## src/rtl/div_sequencer_if.sv

```systemverilog
// div_sequencer_if: operand, divider and result handshake bundle for div_sequencer.
interface div_sequencer_if #(parameter int WIDTH = 8);
   logic             in_valid;
   logic             in_ready;
   logic [WIDTH-1:0] in_x;
   logic [WIDTH-1:0] in_y;
   logic             div_reset;
   logic [WIDTH-1:0] div_x;
   logic [WIDTH-1:0] div_y;
   logic [WIDTH-1:0] div_q;
   logic [WIDTH-1:0] div_r;
   logic             div_done;
   logic             div_error;
   logic             out_valid;
   logic             out_ready;
   logic [WIDTH-1:0] out_q;
   logic [WIDTH-1:0] out_r;
   logic             out_error;
   logic             out_timeout;
   modport slave (
      input  in_valid, in_x, in_y, div_q, div_r, div_done, div_error, out_ready,
      output in_ready, div_reset, div_x, div_y, out_valid, out_q, out_r, out_error, out_timeout
   );
   modport master (
      output in_valid, in_x, in_y, div_q, div_r, div_done, div_error, out_ready,
      input  in_ready, div_reset, div_x, div_y, out_valid, out_q, out_r, out_error, out_timeout
   );
endinterface

```

## src/rtl/div_sequencer.sv

```systemverilog
// div_sequencer: runs one restoring division per accepted operand pair, with a watchdog on div_done.
module div_sequencer #(
   parameter int WIDTH   = 8,
   parameter int TIMEOUT = 15
) (
   input logic           clock,
   input logic           reset,
   div_sequencer_if.slave bus
);
   localparam int CW = $clog2(TIMEOUT);
   typedef enum logic [1:0] {IDLE, LOAD, RUN, OUT} state_t;
   state_t        state, next_state;
   logic [CW-1:0] cnt;
   logic          accept, finish, expire;
   assign bus.in_ready  = (state == IDLE) | ((state == OUT) & bus.out_ready);
   assign bus.div_reset = reset | (state == LOAD);
   assign bus.out_valid = (state == OUT);
   assign accept = bus.in_valid & bus.in_ready;
   // done is only trusted in RUN; during LOAD it may still reflect the previous division
   assign finish = (state == RUN) & bus.div_done;
   assign expire = (state == RUN) & ~bus.div_done & (cnt == CW'(TIMEOUT - 1));
   always_comb begin
      next_state = state;
      case (state)
         IDLE: next_state = accept ? LOAD : IDLE;
         LOAD: next_state = RUN;
         RUN:  next_state = (finish | expire) ? OUT : RUN;
         OUT:  next_state = accept ? LOAD : bus.out_ready ? IDLE : OUT;
         default: next_state = IDLE;
      endcase
   end
   always_ff @(posedge clock) begin
      if (reset) begin
         state           <= IDLE;
         cnt             <= '0;
         bus.div_x       <= '0;
         bus.div_y       <= '0;
         bus.out_q       <= '0;
         bus.out_r       <= '0;
         bus.out_error   <= 1'b0;
         bus.out_timeout <= 1'b0;
      end else begin
         state <= next_state;
         cnt   <= (state == LOAD) ? '0 : (state == RUN) ? cnt + 1'b1 : cnt;
         if (accept) begin
            bus.div_x <= bus.in_x;
            bus.div_y <= bus.in_y;
         end
         if (finish) begin
            bus.out_q       <= bus.div_error ? '1 : bus.div_q;
            bus.out_r       <= bus.div_error ? bus.div_x : bus.div_r;
            bus.out_error   <= bus.div_error;
            bus.out_timeout <= 1'b0;
         end else if (expire) begin
            bus.out_q       <= '0;
            bus.out_r       <= '0;
            bus.out_error   <= 1'b1;
            bus.out_timeout <= 1'b1;
         end
      end
   end
endmodule

```

## src/flat_wrapper.sv

```systemverilog
// flat-port wrapper written by rule: the top's interface ports become plain ports
module div_sequencer_flat 
#(
   parameter int WIDTH   = 8,
   parameter int TIMEOUT = 15
)
  (clock, reset, bus_in_valid, bus_in_x, bus_in_y, bus_div_q, bus_div_r, bus_div_done, bus_div_error, bus_out_ready, bus_in_ready, bus_div_reset, bus_div_x, bus_div_y, bus_out_valid, bus_out_q, bus_out_r, bus_out_error, bus_out_timeout);
  div_sequencer_if #(.WIDTH(WIDTH)) bus_i ();
  input logic clock;
  input logic reset;
  input wire logic [$bits(bus_i.in_valid)-1:0] bus_in_valid;
  input wire logic [$bits(bus_i.in_x)-1:0] bus_in_x;
  input wire logic [$bits(bus_i.in_y)-1:0] bus_in_y;
  input wire logic [$bits(bus_i.div_q)-1:0] bus_div_q;
  input wire logic [$bits(bus_i.div_r)-1:0] bus_div_r;
  input wire logic [$bits(bus_i.div_done)-1:0] bus_div_done;
  input wire logic [$bits(bus_i.div_error)-1:0] bus_div_error;
  input wire logic [$bits(bus_i.out_ready)-1:0] bus_out_ready;
  output wire logic [$bits(bus_i.in_ready)-1:0] bus_in_ready;
  output wire logic [$bits(bus_i.div_reset)-1:0] bus_div_reset;
  output wire logic [$bits(bus_i.div_x)-1:0] bus_div_x;
  output wire logic [$bits(bus_i.div_y)-1:0] bus_div_y;
  output wire logic [$bits(bus_i.out_valid)-1:0] bus_out_valid;
  output wire logic [$bits(bus_i.out_q)-1:0] bus_out_q;
  output wire logic [$bits(bus_i.out_r)-1:0] bus_out_r;
  output wire logic [$bits(bus_i.out_error)-1:0] bus_out_error;
  output wire logic [$bits(bus_i.out_timeout)-1:0] bus_out_timeout;
  assign bus_i.in_valid = bus_in_valid;
  assign bus_i.in_x = bus_in_x;
  assign bus_i.in_y = bus_in_y;
  assign bus_i.div_q = bus_div_q;
  assign bus_i.div_r = bus_div_r;
  assign bus_i.div_done = bus_div_done;
  assign bus_i.div_error = bus_div_error;
  assign bus_i.out_ready = bus_out_ready;
  assign bus_in_ready = bus_i.in_ready;
  assign bus_div_reset = bus_i.div_reset;
  assign bus_div_x = bus_i.div_x;
  assign bus_div_y = bus_i.div_y;
  assign bus_out_valid = bus_i.out_valid;
  assign bus_out_q = bus_i.out_q;
  assign bus_out_r = bus_i.out_r;
  assign bus_out_error = bus_i.out_error;
  assign bus_out_timeout = bus_i.out_timeout;
  div_sequencer #(.WIDTH(WIDTH), .TIMEOUT(TIMEOUT)) u_core (.clock(clock), .reset(reset), .bus(bus_i));
endmodule
```

## config.mk

```make
export PLATFORM = sky130hd
export DESIGN_NAME = div_sequencer_flat
export DESIGN_NICKNAME = d
export VERILOG_FILES = /design/src/rtl/div_sequencer_if.sv /design/src/rtl/div_sequencer.sv /design/src/flat_wrapper.sv
export SDC_FILE = /design/constraint.sdc
export NUM_CORES = 1
export LEC_CHECK = 0
export CORE_MARGIN = 2
export CORE_UTILIZATION = 30
export CTS_CLUSTER_SIZE = 20
export DETAILED_ROUTE_END_ITERATION = 6
export PLACE_DENSITY_LB_ADDON = 0.2
export RECOVER_POWER = 50
export SLEW_MARGIN = 40
export SYNTH_ARGS = -nofsm -noshare
export SYNTH_HDL_FRONTEND = slang
export SYNTH_SLANG_ARGS = --single-unit
```

## constraint.sdc

```tcl
create_clock -name clock -period 1.66 [get_ports clock]
set_input_delay 0.249 -clock clock [delete_from_list [all_inputs] [get_ports clock]]
set_output_delay 0.249 -clock clock [all_outputs]
set_load 0.005 [all_outputs]
```

==> impl_metrics.tcl <==
set metrics [dict create \
    synth-adder-area-share_pct 1.452 \
    cts_max_level 2 \
    synth_fp_nets 233 \
    firstDrtPassIters 4 \
    critPathMaxStageDelay_ps 340 \
    num_vias 1643 \
    slew_headroom_pct 68.64 \
    synth_cell_type_count 33 \
    viasPerCell 4.694 \
    critPathMaxFanout 4 \
    r2r_cells 6 \
    p_per_area_nw_per_um2 798.5 \
    fin_skew_ps 3.387 \
    synth-edff-count 0 \
    critPathKind "register to primary output" \
    synth_ff_type "dfxtp_1" \
    cp_num_buf_inv 1 \
    ir_drop_uv 365.6 \
    io_buffers 74 \
    status "finished clean" \
    worst-r2r-setup-slack_ps 140 \
    final_util_pct 49.25 \
    cts_num_sinks 40 \
    area_delta_synth_final_pct 58.39 \
    ioPinCount 75 \
    power_leakage_nw 1.116 \
    clk_pin_slew_ps 70 \
    synthXorXnorAreaFrac_pct 1.017 \
    start_kind "register" \
    yosys.area_share.simple_pct 14.74 \
    grt_usage_pct 14.63 \
    nets 317 \
    fmax_mhz 638.8 \
    most-common-layout-cells "clkdlybuf4s50_1, nand2_1, dfxtp_1" \
    regArea_sq_um 802.0 \
    cts_tree "yes" \
    numCtsBuffers 5 \
    postCtsHoldBufs 0 \
    cts_buffer_depth 2 \
    rsz0062_at_grt "false" \
    crit_chain "nor2b_4, or2_2, dlygate4sd2_1" \
    synth_compound_area_share_pct 16.12 \
    die_area_sq_um 6365 \
    start_util_pct 31.10 \
    timing.final.max_slew_violations 0 \
    synth-seq-cells 40 \
    mostFrequentLayoutCell "clkdlybuf4s50_1" \
    diodes 0 \
    synthArstFlopShare_pct 0 \
    wl_per_cell_microns 12.82 \
    num_rows 27 \
    final_area_sq_um 2729 \
    period_share_pct 94.30 \
    drtAntennaViolNets 0 \
    synthCells 193 \
    fin_crit_ps 1565 \
    maxCapViolations 0 \
    synthMuxAreaShare_pct 15.18 \
    crit_slowest_cell "dfxtp_1" \
    tightest_slew_ps 470.4 \
    synth_top_family_by_area "compound AO/OA/AOI/OAI gates" \
    yosysWarnings 0 \
    finalSetupViolCount 0 \
    hold_class "register to register" \
    fin_total_pwr_w 0.002179 \
    endpoint_kind "primary output" \
    grt_start_max_net_pins 22 \
    netlist_area_sq_um 1723 \
    drt_drc_violations_left 0 \
    drtIter0Drc 65 \
    crit_arrival_ps 1320 \
    gr-total-overflow 0 \
    multi_input_area_sq_um 844.6 \
    insertion_delay_ps 280 \
    yosysSeqAreaShare_pct 46.48 \
    min_path_cells 2 \
    cp_num_cells 3 \
    coreArea_sq_um 5540 \
    place_congestion 0.7327 \
    antenna_found_initial 0 \
    finalHoldViolCount 0 \
    drive_gt1_share_pct 14.39 \
    first_global_vias 1553 \
    clockRootBuffer "clkbuf_8" \
    grt_pass1_wl_mm 7.272 \
    dpl.hpwl_mm 3.220 \
    placed_area_sq_um 2624 \
    die-width_microns 79.78 \
    avgSynthCellArea_sq_um 8.927 \
    worstPathRequired_ps 1410 \
    routed_wl_mm 4.486 \
    fill_cells 599 \
    cp_top_family "simple AND/OR/NAND/NOR gates" \
    die_h_microns 79.78 \
]
[cell families (layout without fill, tap and decap cells)]
family / count (synthesis) / in the layout
AND/OR/NAND/NOR: 58 / 58
buffers and inverters: 18 / 103
flip-flops: 40 / 40
AO/OA/AOI/OAI: 48 / 48
XOR/XNOR: 2 / 2
adder cells (fa/ha/maj): 2 / 2
multiplexers: 25 / 25
[sequential cells by signal, indices dropped and copies added, names as in the netlist]
signal / flops
u_core.bus.div_x: 8
u_core.bus.div_y: 8
u_core.bus.out_error: 1
u_core.bus.out_q: 8
u_core.bus.out_r: 8
u_core.bus.out_timeout: 1
u_core.cnt: 4
u_core.state: 2
[cells in the mapped netlist (2+ instances only)]
library cell / number / area (sq um)
nand2_1: 41 / 153.9
clkbuf_1: 8 / 30.03
dfxtp_1: 40 / 800.8
nor3_1: 2 / 10.01
a211oi_1: 2 / 15.01
mux2_2: 9 / 101.4
buf_1: 2 / 7.510
nor2_1: 5 / 18.77
ha_1: 2 / 25.02
buf_2: 3 / 15.01
inv_1: 3 / 11.26
a21oi_1: 18 / 90.09
mux2i_1: 16 / 160.2
o21ai_0: 23 / 115.1
[power breakdown]
group | internal [W] | leakage, nW | total [W] | switching (W)
clock network | 0.000339 | 0.0455 | 0.000658 | 0.000319
registers | 0.00102 | 0.326 | 0.00105 | 0.0000346
logic | 0.000281 | 0.744 | 0.000468 | 0.000187
total | 0.00164 | 1.12 | 0.00218 | 0.000541
[per-stage QoR]
step	TNS, ps	instances	hold slack [ps]	worst slack (ps)
after CTS	0	349	464.9	5.939
after floorplan	0	193	391.1	192.7
after global placement	-70.81	340	445.1	-70.65
after detailed placement	-134.7	340	452.4	-90.66
final	0	350	456.6	94.60
after global routing	0	350	483.8	25.64
[cell type report]
cell class                 count  area share (%)
tap                           72           3.301
timing repair buffer          92           32.65
clock buffer                   8           3.301
multi-input combinational    135           30.95
inverter                       3          0.4127
sequential                    40           29.39
[per-layer routing]
layer / global-route usage (%) / share of wire [%] / up-vias
met1: 19.23 / 47 / 758
met5: 0 / 0 / -
met4: 4.068 / 1.3 / 0
met2: 23.19 / 45 / 55
met3: 4.525 / 6.5 / 6
li1: - / - / 824
[worst reg2reg max path, stage by stage (launching register included)]
cell	delay, ps
dfxtp_1	400
inv_1	60
ha_1	210
a31oi_2	230
clkbuf_2	270
o21ai_0	110
a21oi_1	150
[timing repair]
action	CTS	global route
buffers inserted	1	1
endpoints found under the hold margin	0	0
resized for setup	8	1
endpoints found under the setup margin	3	1
[path summary, 6_finish.rpt]
path                                     from                                to
min reg2reg  u_core.bus.div_y[1]$_SDFFE_PP0P_  u_core.bus.div_y[1]$_SDFFE_PP0P_
max                u_core.state[0]$_SDFF_PP0_                     bus_div_reset
min          u_core.bus.div_y[1]$_SDFFE_PP0P_  u_core.bus.div_y[1]$_SDFFE_PP0P_
max reg2reg        u_core.cnt[0]$_SDFFE_PP0N_  u_core.bus.out_q[2]$_SDFFE_PP0P_
Note: power is estimated with default switching activity, not from simulation.
